## src/rtl/ifu_pkg.sv

```systemverilog
// Shared types and constants for the instruction fetch unit.
package ifu_pkg;

  typedef enum logic [1:0] {
    IDLE  = 2'd0,
    REQ   = 2'd1,
    WAIT  = 2'd2,
    DRAIN = 2'd3
  } ifu_state_e;

  localparam int unsigned INSTR_BYTES = 4;
  localparam logic [31:0] NOP_WORD    = 32'h0000_0013;

endpackage

```

## src/rtl/ifu_queue.sv

```systemverilog
// Prefetch FIFO holding {pc, word} pairs; flush dominates push, head is a registered entry.
module ifu_queue #(
  parameter int unsigned DW    = 64,
  parameter int unsigned DEPTH = 2
) (
  input  logic                       clk,
  input  logic                       rst_n,
  input  logic                       push_i,
  input  logic                       pop_i,
  input  logic                       flush_i,
  input  logic [DW-1:0]              wdata_i,
  output logic [DW-1:0]              rdata_o,
  output logic                       full_o,
  output logic                       empty_o,
  output logic [$clog2(DEPTH):0]     count_o
);

  localparam int unsigned AW = $clog2(DEPTH);
  localparam int unsigned CW = AW + 1;

  logic [DW-1:0] mem_q [DEPTH];
  logic [AW-1:0] wr_ptr_q;
  logic [AW-1:0] rd_ptr_q;
  logic [CW-1:0] count_q;
  logic          do_push_s;
  logic          do_pop_s;

  assign full_o    = (count_q == CW'(DEPTH));
  assign empty_o   = (count_q == {CW{1'b0}});
  assign count_o   = count_q;
  assign rdata_o   = mem_q[rd_ptr_q];
  assign do_pop_s  = pop_i && !empty_o;
  // A slot freed by a same-cycle pop may be refilled immediately.
  assign do_push_s = push_i && (!full_o || do_pop_s);

  always_ff @(posedge clk or negedge rst_n) begin
    if (!rst_n) begin
      for (int unsigned i = 0; i < DEPTH; i++) begin
        mem_q[i] <= {DW{1'b0}};
      end
      wr_ptr_q <= {AW{1'b0}};
      rd_ptr_q <= {AW{1'b0}};
      count_q  <= {CW{1'b0}};
    end else if (flush_i) begin
      wr_ptr_q <= {AW{1'b0}};
      rd_ptr_q <= {AW{1'b0}};
      count_q  <= {CW{1'b0}};
    end else begin
      if (do_push_s) begin
        mem_q[wr_ptr_q] <= wdata_i;
        wr_ptr_q        <= wr_ptr_q + AW'(1);
      end
      if (do_pop_s) begin
        rd_ptr_q <= rd_ptr_q + AW'(1);
      end
      count_q <= count_q + CW'(do_push_s) - CW'(do_pop_s);
    end
  end

endmodule

```

## src/rtl/instr_fetch_unit.sv

```systemverilog
// Sequential instruction fetcher with prefetch queue and redirect flush.
// Optional performance counters enabled by defining IFU_PERF_CNT_EN.
module instr_fetch_unit
  import ifu_pkg::*;
#(
  parameter int unsigned       XLEN     = 32,
  parameter logic [XLEN-1:0]   RESET_PC = 32'h0000_0000,
  parameter int unsigned       QDEPTH   = 2
) (
  input  logic            clk,
  input  logic            rst_n,
  output logic            imem_req,
  output logic [XLEN-1:0] imem_addr,
  input  logic            imem_gnt,
  input  logic            imem_rvalid,
  input  logic [XLEN-1:0] imem_rdata,
  output logic            instr_valid,
  output logic [XLEN-1:0] instruction,
  output logic [XLEN-1:0] instr_pc,
  input  logic            instr_ready,
  input  logic            redirect,
  input  logic [XLEN-1:0] redirect_pc
`ifdef IFU_PERF_CNT_EN
  ,
  output logic [31:0]     perf_fetch_cnt,
  output logic [31:0]     perf_stall_cnt
`endif
);

  localparam int unsigned CW = $clog2(QDEPTH) + 1;

  ifu_state_e      state_q, state_d;
  logic [XLEN-1:0] fetch_pc_q, fetch_pc_d;
  logic [XLEN-1:0] inflight_pc_q, inflight_pc_d;

  logic              q_full_s;
  logic              q_empty_s;
  logic [CW-1:0]     q_count_s;
  logic [2*XLEN-1:0] q_rdata_s;
  logic              push_s;
  logic              pop_s;
  logic              room_after_push_s;
  logic [XLEN-1:0]   target_s;

  assign instr_valid       = !q_empty_s;
  assign instr_pc          = q_rdata_s[2*XLEN-1:XLEN];
  assign instruction       = q_rdata_s[XLEN-1:0];
  assign imem_req          = (state_q == REQ);
  assign imem_addr         = fetch_pc_q;
  assign pop_s             = instr_valid && instr_ready && !redirect;
  assign target_s          = redirect_pc & {{(XLEN-2){1'b1}}, 2'b00};
  assign room_after_push_s = (q_count_s + CW'(1) - CW'(pop_s)) < CW'(QDEPTH);

  ifu_queue #(
    .DW    (2*XLEN),
    .DEPTH (QDEPTH)
  ) u_queue (
    .clk     (clk),
    .rst_n   (rst_n),
    .push_i  (push_s),
    .pop_i   (pop_s),
    .flush_i (redirect),
    .wdata_i ({inflight_pc_q, imem_rdata}),
    .rdata_o (q_rdata_s),
    .full_o  (q_full_s),
    .empty_o (q_empty_s),
    .count_o (q_count_s)
  );

  // Fetch FSM next-state; an entry is reserved before each request so pushes never overflow.
  always_comb begin
    state_d       = state_q;
    fetch_pc_d    = fetch_pc_q;
    inflight_pc_d = inflight_pc_q;
    push_s        = 1'b0;
    if (redirect) begin
      fetch_pc_d = target_s;
      case (state_q)
        IDLE:    state_d = REQ;
        REQ:     state_d = imem_gnt    ? DRAIN : REQ;
        WAIT:    state_d = imem_rvalid ? REQ   : DRAIN;
        DRAIN:   state_d = imem_rvalid ? REQ   : DRAIN;
        default: state_d = REQ;
      endcase
    end else begin
      case (state_q)
        IDLE: begin
          if (!q_full_s) begin
            state_d = REQ;
          end else begin
            state_d = IDLE;
          end
        end
        REQ: begin
          if (imem_gnt) begin
            inflight_pc_d = fetch_pc_q;
            fetch_pc_d    = fetch_pc_q + XLEN'(INSTR_BYTES);
            state_d       = WAIT;
          end else begin
            state_d = REQ;
          end
        end
        WAIT: begin
          if (imem_rvalid) begin
            push_s  = 1'b1;
            state_d = room_after_push_s ? REQ : IDLE;
          end else begin
            state_d = WAIT;
          end
        end
        DRAIN: begin
          if (imem_rvalid) begin
            state_d = REQ;
          end else begin
            state_d = DRAIN;
          end
        end
        default: state_d = IDLE;
      endcase
    end
  end

  // FSM and PC registers.
  always_ff @(posedge clk or negedge rst_n) begin
    if (!rst_n) begin
      state_q       <= IDLE;
      fetch_pc_q    <= RESET_PC;
      inflight_pc_q <= RESET_PC;
    end else begin
      state_q       <= state_d;
      fetch_pc_q    <= fetch_pc_d;
      inflight_pc_q <= inflight_pc_d;
    end
  end

`ifdef IFU_PERF_CNT_EN
  logic [31:0] perf_fetch_q;
  logic [31:0] perf_stall_q;

  // Pushed-word and empty-head cycle counters, both wrapping.
  always_ff @(posedge clk or negedge rst_n) begin
    if (!rst_n) begin
      perf_fetch_q <= 32'd0;
      perf_stall_q <= 32'd0;
    end else begin
      if (push_s) begin
        perf_fetch_q <= perf_fetch_q + 32'd1;
      end
      if (!instr_valid) begin
        perf_stall_q <= perf_stall_q + 32'd1;
      end
    end
  end

  assign perf_fetch_cnt = perf_fetch_q;
  assign perf_stall_cnt = perf_stall_q;
`endif

endmodule

```

## config.mk

```make
export PLATFORM = sky130hd
export DESIGN_NAME = instr_fetch_unit
export DESIGN_NICKNAME = d
export VERILOG_FILES = /design/src/rtl/ifu_pkg.sv /design/src/rtl/ifu_queue.sv /design/src/rtl/instr_fetch_unit.sv
export SDC_FILE = /design/constraint.sdc
export NUM_CORES = 1
export LEC_CHECK = 0
export ABC_AREA = 0
export CAP_MARGIN = 20
export CORE_ASPECT_RATIO = 1.2
export CORE_UTILIZATION = 52
export DETAILED_ROUTE_END_ITERATION = 8
export HOLD_SLACK_MARGIN = 0.1
export PLACE_DENSITY = 0.83
export SLEW_MARGIN = 20
export SYNTH_ARGS = -nofsm -noshare
export SYNTH_HDL_FRONTEND = slang
export SYNTH_SLANG_ARGS = --single-unit
```

## constraint.sdc

```tcl
create_clock -name clk -period 2.1 [get_ports clk]
set_input_delay 0.315 -clock clk [delete_from_list [all_inputs] [get_ports clk]]
set_output_delay 0.315 -clock clk [all_outputs]
set_load 0.005 [all_outputs]
```

# --- Word level (Yosys, flattened, before mapping) ---
# Index checks and enable logic that the tools add are counted.
totals:
  ff_bits: 198
  in_bits: 70
  output_inout_bits: 98
  word_cells: 71
op_classes:
  add_sub_neg: 7
  order_cmp: 4
  eq_ne: 4
  muxes: 26
  bitwise_logic: 3
  reduce_logical: 19
ops:
  columns: ["cell", "n"]
  rows:
  - ["64-bit 2-to-1 mux", 4]
  - ["128-bit bitwise mux", 1]
  - ["32-bit 2-to-1 mux", 3]
  - ["64-bit demux with 1-bit select", 1]
  - ["32-bit by 3-bit adder with 32-bit output, second input constant", 1]
  - ["2-bit 2-to-1 mux", 6]
  - ["1-bit 2-to-1 mux", 9]
  - ["2-bit case mux with 4 select lines", 1]
  - ["2-bit nonzero test", 4]
  - ["2-bit == test, second input constant", 3]
  - ["2-bit case mux with 3 select lines", 1]
  - ["1-bit logical AND", 5]
  - ["2-bit >= comparator, second input constant", 2]
  - ["2-bit logical NOT", 2]
  - ["1-bit inverter with 2-bit output", 2]
  - ["2-bit AND reduction", 2]
  - ["2-bit by 1-bit subtractor with 2-bit output", 2]
  - ["1-bit logical NOT", 3]
  - ["3-bit AND reduction", 1]
  - ["1-bit adder, second input constant", 2]
  - ["2-bit by 1-bit adder with 2-bit output", 1]
  - ["2-bit by 1-bit adder with 2-bit output, second input constant", 1]
  - ["2-bit by 1-bit == test with 1-bit output, second input constant", 1]
  - ["2-bit by 1-bit less-than comparator with 1-bit output, second input constant", 1]
  - ["4 further kinds", 4]

# --- Depth between registers and ports, before layout ---
# Gate-level depths: netlist of the first run.
logic_depth:
  ltp_word: 10
  mapped_depth: 9
  mapped_depth_nobuf: 8

# --- Cells and area by module ---
# From an unflattened synthesis of the first run, not the netlist that was laid out.
unflattened:
  cells_unflattened: 666
  hier_area_um2: 9097.5
modules_own_cells:
  columns: ["module", "instances", "cells_per_inst", "area_per_inst_um2", "seq_area_each_um2"]
  rows:
  - ["ifu_queue", 1, 365, 5979.5, 3303.2]
  - ["instr_fetch_unit", 1, 301, 3118.0, 1551.5]

# --- Worst setup path after synthesis of the first run ---
# No wires, ideal clock.
synth_timing:
  path_type: "in2reg"
  start: "input redirect"
  end: "register u_queue.count_q[0] (netlist: u_queue.count_o[0])"
  setup_time_ns: 0.128
  arrival_ns: 1.834
  path_slack_ns: 0.138
  path_stages: 8
  n_path_buf: 3
  path_cell_list: "clkbuf_1 -> clkbuf_1 -> buf_1 -> nor2_1 -> ha_1 -> inv_1 -> ha_1 -> nor2b_1"
synth_via:
  elab_chain_len: 8
synth_lines:
  columns: ["item", "line_no", "text"]
  rows:
  - ["start: declaration", "instr_fetch_unit.sv:21", "input logic redirect,"]
  - ["1-bit logical NOT", "instr_fetch_unit.sv:50", "assign pop_s = instr_valid && instr_ready && !redirect;"]
  - ["1-bit logical AND", "instr_fetch_unit.sv:50", null]
  - ["1-bit logical AND", "ifu_queue.sv:32", "assign do_pop_s = pop_i && !empty_o;"]
  - ["1-bit logical OR", "ifu_queue.sv:34", "assign do_push_s = push_i && (!full_o || do_pop_s);"]
  - ["1-bit logical AND", "ifu_queue.sv:34", null]
  - ["2-bit by 1-bit adder with 2-bit output", "ifu_queue.sv:56", "count_q <= count_q + CW'(do_push_s) - CW'(do_pop_s);"]
  - ["2-bit by 1-bit subtractor with 2-bit output", "ifu_queue.sv:56", null]
  - ["2-bit 2-to-1 mux *", "ifu_queue.sv:44", "end else if (flush_i) begin"]
  - ["end signal: assignment", "ifu_queue.sv:43", "count_q <= {CW{1'b0}};"]
  - ["end signal: assignment", "ifu_queue.sv:47", "count_q <= {CW{1'b0}};"]
  - ["end signal: assignment", "ifu_queue.sv:56", null]
  - ["end: declaration", "ifu_queue.sv:24", "logic [CW-1:0] count_q;"]
# Every way passes the cells marked *; elsewhere a longest branch is shown, timed or not.
# A chain may end at the register's enable or synchronous reset.

# --- Final worst setup path of the first run ---
layout_timing:
  start: "register u_queue.rd_ptr_q"
  end: "output instr_pc[10]"
layout_via:
  elab_chain_len: 4
layout_lines:
  columns: ["item", "line_no", "text"]
  rows:
  - ["start: declaration", "ifu_queue.sv:23", "logic [AW-1:0] rd_ptr_q;"]
  - ["start signal: assignment", "ifu_queue.sv:42", "rd_ptr_q <= {AW{1'b0}};"]
  - ["start signal: assignment", "ifu_queue.sv:46", "rd_ptr_q <= {AW{1'b0}};"]
  - ["start signal: assignment", "ifu_queue.sv:54", "rd_ptr_q <= rd_ptr_q + AW'(1);"]
  - ["1-bit inverter with 2-bit output (implied by the code)", "ifu_queue.sv:31", "assign rdata_o = mem_q[rd_ptr_q];"]
  - ["64-bit 2-to-1 mux (implied by the code) (3 in a row)", "ifu_queue.sv:31", null]
  - ["end: declaration", "instr_fetch_unit.sv:19", "output logic [XLEN-1:0] instr_pc,"]
# Every way passes these cells. The select of a mux whose other input is x is not followed.

==> flow_summary_export.csv, run 1 <==
group,metric,value,unit
drt,met2_length,11800,um
place,gp_congestion,0.852,
grt,antenna_found_initial,0,
drt,drtIter0Drc,380,
finish,fill_cells,1114,
clock_tree,clkLatencyLatePin,0.42,ns
worst_hold_path,min_path_type,"in -> async",
drt,highest_layer,"met4",
place,numPlacedInstances,1039,
clock_tree,h-tree-depth,4,
synth,ys_ff_latch,190,
floorplan,num_io_pins,168,
power,fin_total_pwr,10.8,mW
grt,grt_pass1_vias,6706,
place,dp_slack,-0.343,ns
drt,wirelength,22300,um
grt,grt_usage,0.252,
synth,seq_area_frac_synth,0.544,
sta,setup_viol,2,
sta,finalCritPeriodShare,1.02,
finish,finalNonFillerCells,1086,
floorplan,dieHeight,144,um
sta,hold_violations,0,
drt,drcViolationCount,0,
synth,synth_cells,661,
critical_path,start_kind,"register",
drt,ant_nets,0,
critical_path,reg2reg_depth,7,
clock_tree,cts.path.max_buffers,2,
drt,wl_met3,1070,um
sta,fin_crit,2.14,ns
drt,vias,6245,
floorplan,rows,51,
drt,dr.pass1.iters,5,
floorplan,dieWidth,120,um
synth,synth-edff-count,0,
finish,final_cell_mix,"mux2_2 (214), dfrtp_1 (189), clkdlybuf4s50_1 (97)",
sta,finClkSkew,0.00564,ns
critical_path,critPathArrivalTime,1.82,ns
power,ir_worst_vdd,0.592,mV
floorplan,initial_core_util,0.535,
drt,viasPerCell,5.75,
finish,drive_above_1_share,0.400,
clock_tree,cts_sinks,190,
finish,area_growth,33.0,%
sta,maxSlewHeadroom,0.653,
place,dp_hpwl,14700,um
run,drv_cap,0,
synth,syn_area,8740,um^2
synth,netlist_top_cells_area,"dfrtp_1 (54%), mux2_2 (28%), buf_4 (1.4%)",
critical_path,crit_type,"reg -> out",
power,powerDensity,931,nW/um^2
finish,utilization,0.712,
clock_tree,numCtsBuffers,17,
critical_path,endpoint_kind,"primary output",
synth,yosysTopAreaCellShare,0.544,
sta,slew_viol_final,0,
synth,synth_top_cell_by_area,"dfrtp_1",
clock_tree,tritoncts,"built",
sta,tightest_slew,0.520,ns
clock_tree,cts-root-buf,"clkbuf_16",
sta,fmax,0.468,GHz
floorplan,coreArea,16300,um^2
clock_tree,clk_pin_slew,0.06,ns
finish,multi_input_area,3760,um^2
run_status,outcome,"finished with violations",
grt,grt_max_degree,63,
grt,grt_first_pass_wirelength,33500,um
finish,final_common_cell,"mux2_2",
finish,seqCellArea,4760,um^2
critical_path,path_max_fanout,12,
synth,postSynth.asyncResetShare,1.00,
finish,nets,936,
drt,routedWlPerCell,20.5,um
critical_path,rrSetupSlack,0.07,ns
finish,antenna_cells,0,
sta,layout_setup_ws,-0.0351,ns
critical_path,critPathRequiredTime,1.78,ns
synth,yosysUniqueCellTypes,47,
floorplan,dieArea,17300,um^2
run_status,violations,"setup timing",
grt,globalRouteOverflowTotal,0,
sta,finalSetupTns,-0.0667,ns
place,io_buffers,161,
power,p_leak,5.57,nW
synth,synth_ff_type,"dfrtp_1",
sta,rsz0062_at_grt,"true",
synth,postSynthAreaPerCell,13.2,um^2
drt,wl_met1,8710,um
synth,yosysWarnings,0,
==> cells by family (layout without fill, tap and decap cells) <==
kind of cell    after synthesis  after routing  synth area share
mux                         217            217             0.279
flops                       190            190             0.544
simple gates                128            128            0.0847
compound gates               55             55            0.0426
buf+inv                      54            264            0.0319
xor+xnor                     13             13            0.0130
fa+ha+maj                     3              3           0.00429
other cells                   1              4          0.000429
==> power breakdown <==
group,internal [mW],switching [mW]
registers,4.46,0.511
clock network,1.68,1.31
logic,1.82,1.05
==> through the flow <==
stage	hold WS [ns]	cell area, um^2
global placement	0.327	10900
CTS	0.432	11400
global route	0.450	11600
detailed placement	0.334	10900
floorplan	0.0194	8760
finish	0.443	11600
==> layer usage <==
metal	up-vias	GRT usage
li1	2813	-
met1	3166	0.295
met2	219	0.454
met3	47	0.0382
met4	0	0.122
met5	-	0
==> final cells by class <==
class	instances	share of cell area
Clock buffer	24	0.0406
Clock inverter	6	0.00538
Inverter	7	0.00226
Multi-Input combinational cell	420	0.323
Sequential cell	190	0.409
Tap cell	212	0.0228
Timing Repair Buffer	227	0.197
==> cells in the mapped netlist, types with 2 or more instances <==
library cell	number
a21oi_1	3
a22o_1	2
a31oi_1	12
and2_1	5
and3_1	3
and4_1	3
buf_1	4
buf_2	7
buf_4	16
clkbuf_1	19
dfrtp_1	190
ha_1	3
inv_1	7
mux2_2	216
nand2_1	26
nand3_1	18
nand4_1	7
nand4_2	2
nand4b_1	4
nor2_1	21
nor2b_1	6
nor3_1	2
nor3b_1	2
o211ai_1	6
o21ai_0	15
o31ai_1	6
o41ai_1	7
or3_1	3
or4_1	15
or4b_1	3
xnor2_1	6
xor2_1	7
==> critical path, cell delays in order (launching register included) <==
cell	delay (ns)
dfrtp_2	0.49
buf_12	0.15
buf_12	0.14
mux2_2	0.34
dlygate4sd2_1	0.27
==> state kept, by name (all words and copies together) (netlist names) <==
register and cells:
imem_addr 30, inflight_pc_q 30, state_q 2, u_queue.count_o 2
u_queue.mem_q 124, u_queue.rd_ptr_q 1, u_queue.wr_ptr_q 1
==> repair_timing <==
action,in CTS,in global routing
endpoints found under the setup margin,62,101
hold buffers,1,0
resized for setup,37,97
setup buffers,1,9
gates cloned,1,5
endpoints found under the hold margin,58,0
pin swaps,0,2
==> worst paths after layout <==
kind | startpoint | end
max in group asynchronous | rst_n | u_queue.rd_ptr_q
min reg2reg | u_queue.mem_q[18] | u_queue.mem_q[18]
max | u_queue.rd_ptr_q | instr_pc[10]
min in group clk | redirect_pc[2] | imem_addr[2]
max reg2reg | u_queue.count_o[0] | u_queue.mem_q[85]
min | rst_n | u_queue.mem_q[117]
No activity file was read; power rests on OpenSTA's default activity.
==> inputs of run 2 (changes only) <==
- CORE_UTILIZATION: 52 -> 54
- CTS_BUF_LIST: default -> sky130_fd_sc_hd__clkbuf_2
- PLACE_DENSITY: 0.83 -> 0.86
==> flow_summary_export.csv, run 2 (synthesized netlist as in run 1, its figures left out) <==
group,metric,value,unit
finish,final_common_cell,"mux2_2",
place,dp_slack,-0.397,ns
power,powerDensity,827,nW/um^2
drt,drtIter0Drc,793,
clock_tree,tritoncts,"built",
clock_tree,numCtsBuffers,17,
critical_path,path_max_fanout,6,
drt,wirelength,25300,um
sta,fin_crit,2.42,ns
finish,largest_reg_flops,124,
run_status,violations,"setup timing",
clock_tree,cts.path.max_buffers,2,
sta,rsz0062_at_grt,"true",
grt,grt_usage,0.293,
sta,hold_violations,0,
sta,finalSetupTns,-16.59,ns
place,io_buffers,161,
floorplan,initial_core_util,0.557,
sta,tightest_slew,0.570,ns
critical_path,critPathRequiredTime,1.78,ns
finish,nets,995,
clock_tree,h-tree-depth,4,
run_status,outcome,"finished with violations",
grt,grt_max_degree,65,
sta,setup_viol,100,
grt,antenna_found_initial,1,
sta,maxSlewHeadroom,0.620,
run,drv_cap,0,
critical_path,slowest_delay,0.50,ns
sta,layout_setup_ws,-0.316,ns
clock_tree,clkLatencyLatePin,0.75,ns
drt,drcViolationCount,0,
floorplan,dieArea,16700,um^2
critical_path,crit_type,"reg -> out",
sta,fmax,0.414,GHz
drt,vias,6844,
critical_path,critPathArrivalTime,2.10,ns
sta,finalCritPeriodShare,1.15,
critical_path,endpoint_kind,"primary output",
grt,globalRouteOverflowTotal,0,
finish,utilization,0.769,
floorplan,rows,50,
finish,final_cell_mix,"mux2_2 (194), dfrtp_1 (174), clkdlybuf4s50_1 (69)",
drt,ant_nets,0,
critical_path,critical-path-top-delay-family,"buffers and inverters",
clock_tree,cts-root-buf,"clkbuf_2",
critical_path,path_cells,"buf_12 -> buf_8 -> buf_16 -> mux2_4 -> buf_6",
floorplan,dieWidth,118,um
power,p_leak,5.59,nW
critical_path,cpMaxStageDelayCell,"dfrtp_2",
floorplan,coreArea,15700,um^2
sta,whs,0.166,ns
drt,routedWlPerCell,22.1,um
critical_path,start_kind,"register",
finish,finalNonFillerCells,1144,
finish,drive_above_1_share,0.473,
finish,area_growth,38.1,%
worst_hold_path,min_path_type,"in -> reg",
power,ir_worst_vdd,0.435,mV
finish,regMostFlops,"u_queue.mem_q",
critical_path,path_buf_inv,4,
clock_tree,clk_pin_slew,0.28,ns
place,gp_congestion,0.844,
floorplan,dieHeight,141,um
grt,grt_first_pass_wirelength,37700,um
place,numPlacedInstances,1035,
grt,grt_pass1_vias,7109,
sta,slew_viol_final,0,
place,dp_hpwl,15000,um
clock_tree,cts_sinks,190,
sta,finClkSkew,0.0438,ns
drt,viasPerCell,5.98,
floorplan,num_io_pins,168,
drt,dr.pass1.iters,7,
run 2: timing repair:
item / in CTS / in global routing
buffers inserted: 37 / 11
hold buffers: 21 / 0
setup endpoints to repair: 218 / 85
pin swaps: 1 / 5
endpoints found under the hold margin: 209 / 0
resized for setup: 303 / 63
cloned: 7 / 3
run 2: report_power, final:
group	switching [mW]	leakage [nW]	internal (mW)
clock	1.26	0.113	0.416
sequential	0.511	2.43	4.46
combinational	1.23	3.05	2.11
run 2: layout make-up:
cell class / count / area [um^2]
sequential: 190 / 4770
fill: 911 / 3630
antenna: 1 / 2.50
clock inverter: 15 / 123
multi-input combinational: 420 / 3870
clock buffer: 17 / 85.1
timing repair buffer: 286 / 2940
tap: 208 / 260
inverter: 7 / 26.3
run 2: path summary, 6_finish.rpt:
kind,from,to,slack [ns],depth (start not counted)
min reg2reg,u_queue.mem_q[84],u_queue.mem_q[84],0.54,1
min in group asynchronous,rst_n,inflight_pc_q[24],0.59,3
max in group asynchronous,rst_n,u_queue.mem_q[66],0.67,4
max reg2reg,state_q[0],u_queue.mem_q[88],-0.04,6
max,u_queue.rd_ptr_q,instruction[29],-0.32,5
min,redirect_pc[30],imem_addr[30],0.17,3
run 2: routing by layer:
layer  share of wire  vias up  global-route usage
li1                -     2938                   -
met1            0.38     3446               0.358
met2            0.53      355               0.518
met3           0.056      105              0.0470
met4           0.038        0               0.121
met5               0        -                   0
run 2: tightest hold or removal path, stage by stage:
cell and delay, ns:
clkdlybuf4s50_1 0.43, nor2_1 0.12, a31oi_1 0.05
run 2: per-stage QoR:
stage | cell area, um^2 | total power [mW]
4_1_cts | 11800 | 9.71
3_3_place_gp | 10900 | 7.96
3_5_place_dp | 10900 | 8.17
2_1_floorplan | 8760 | 6.32
5_1_grt | 12100 | 10.5
6_report | 12100 | 9.98
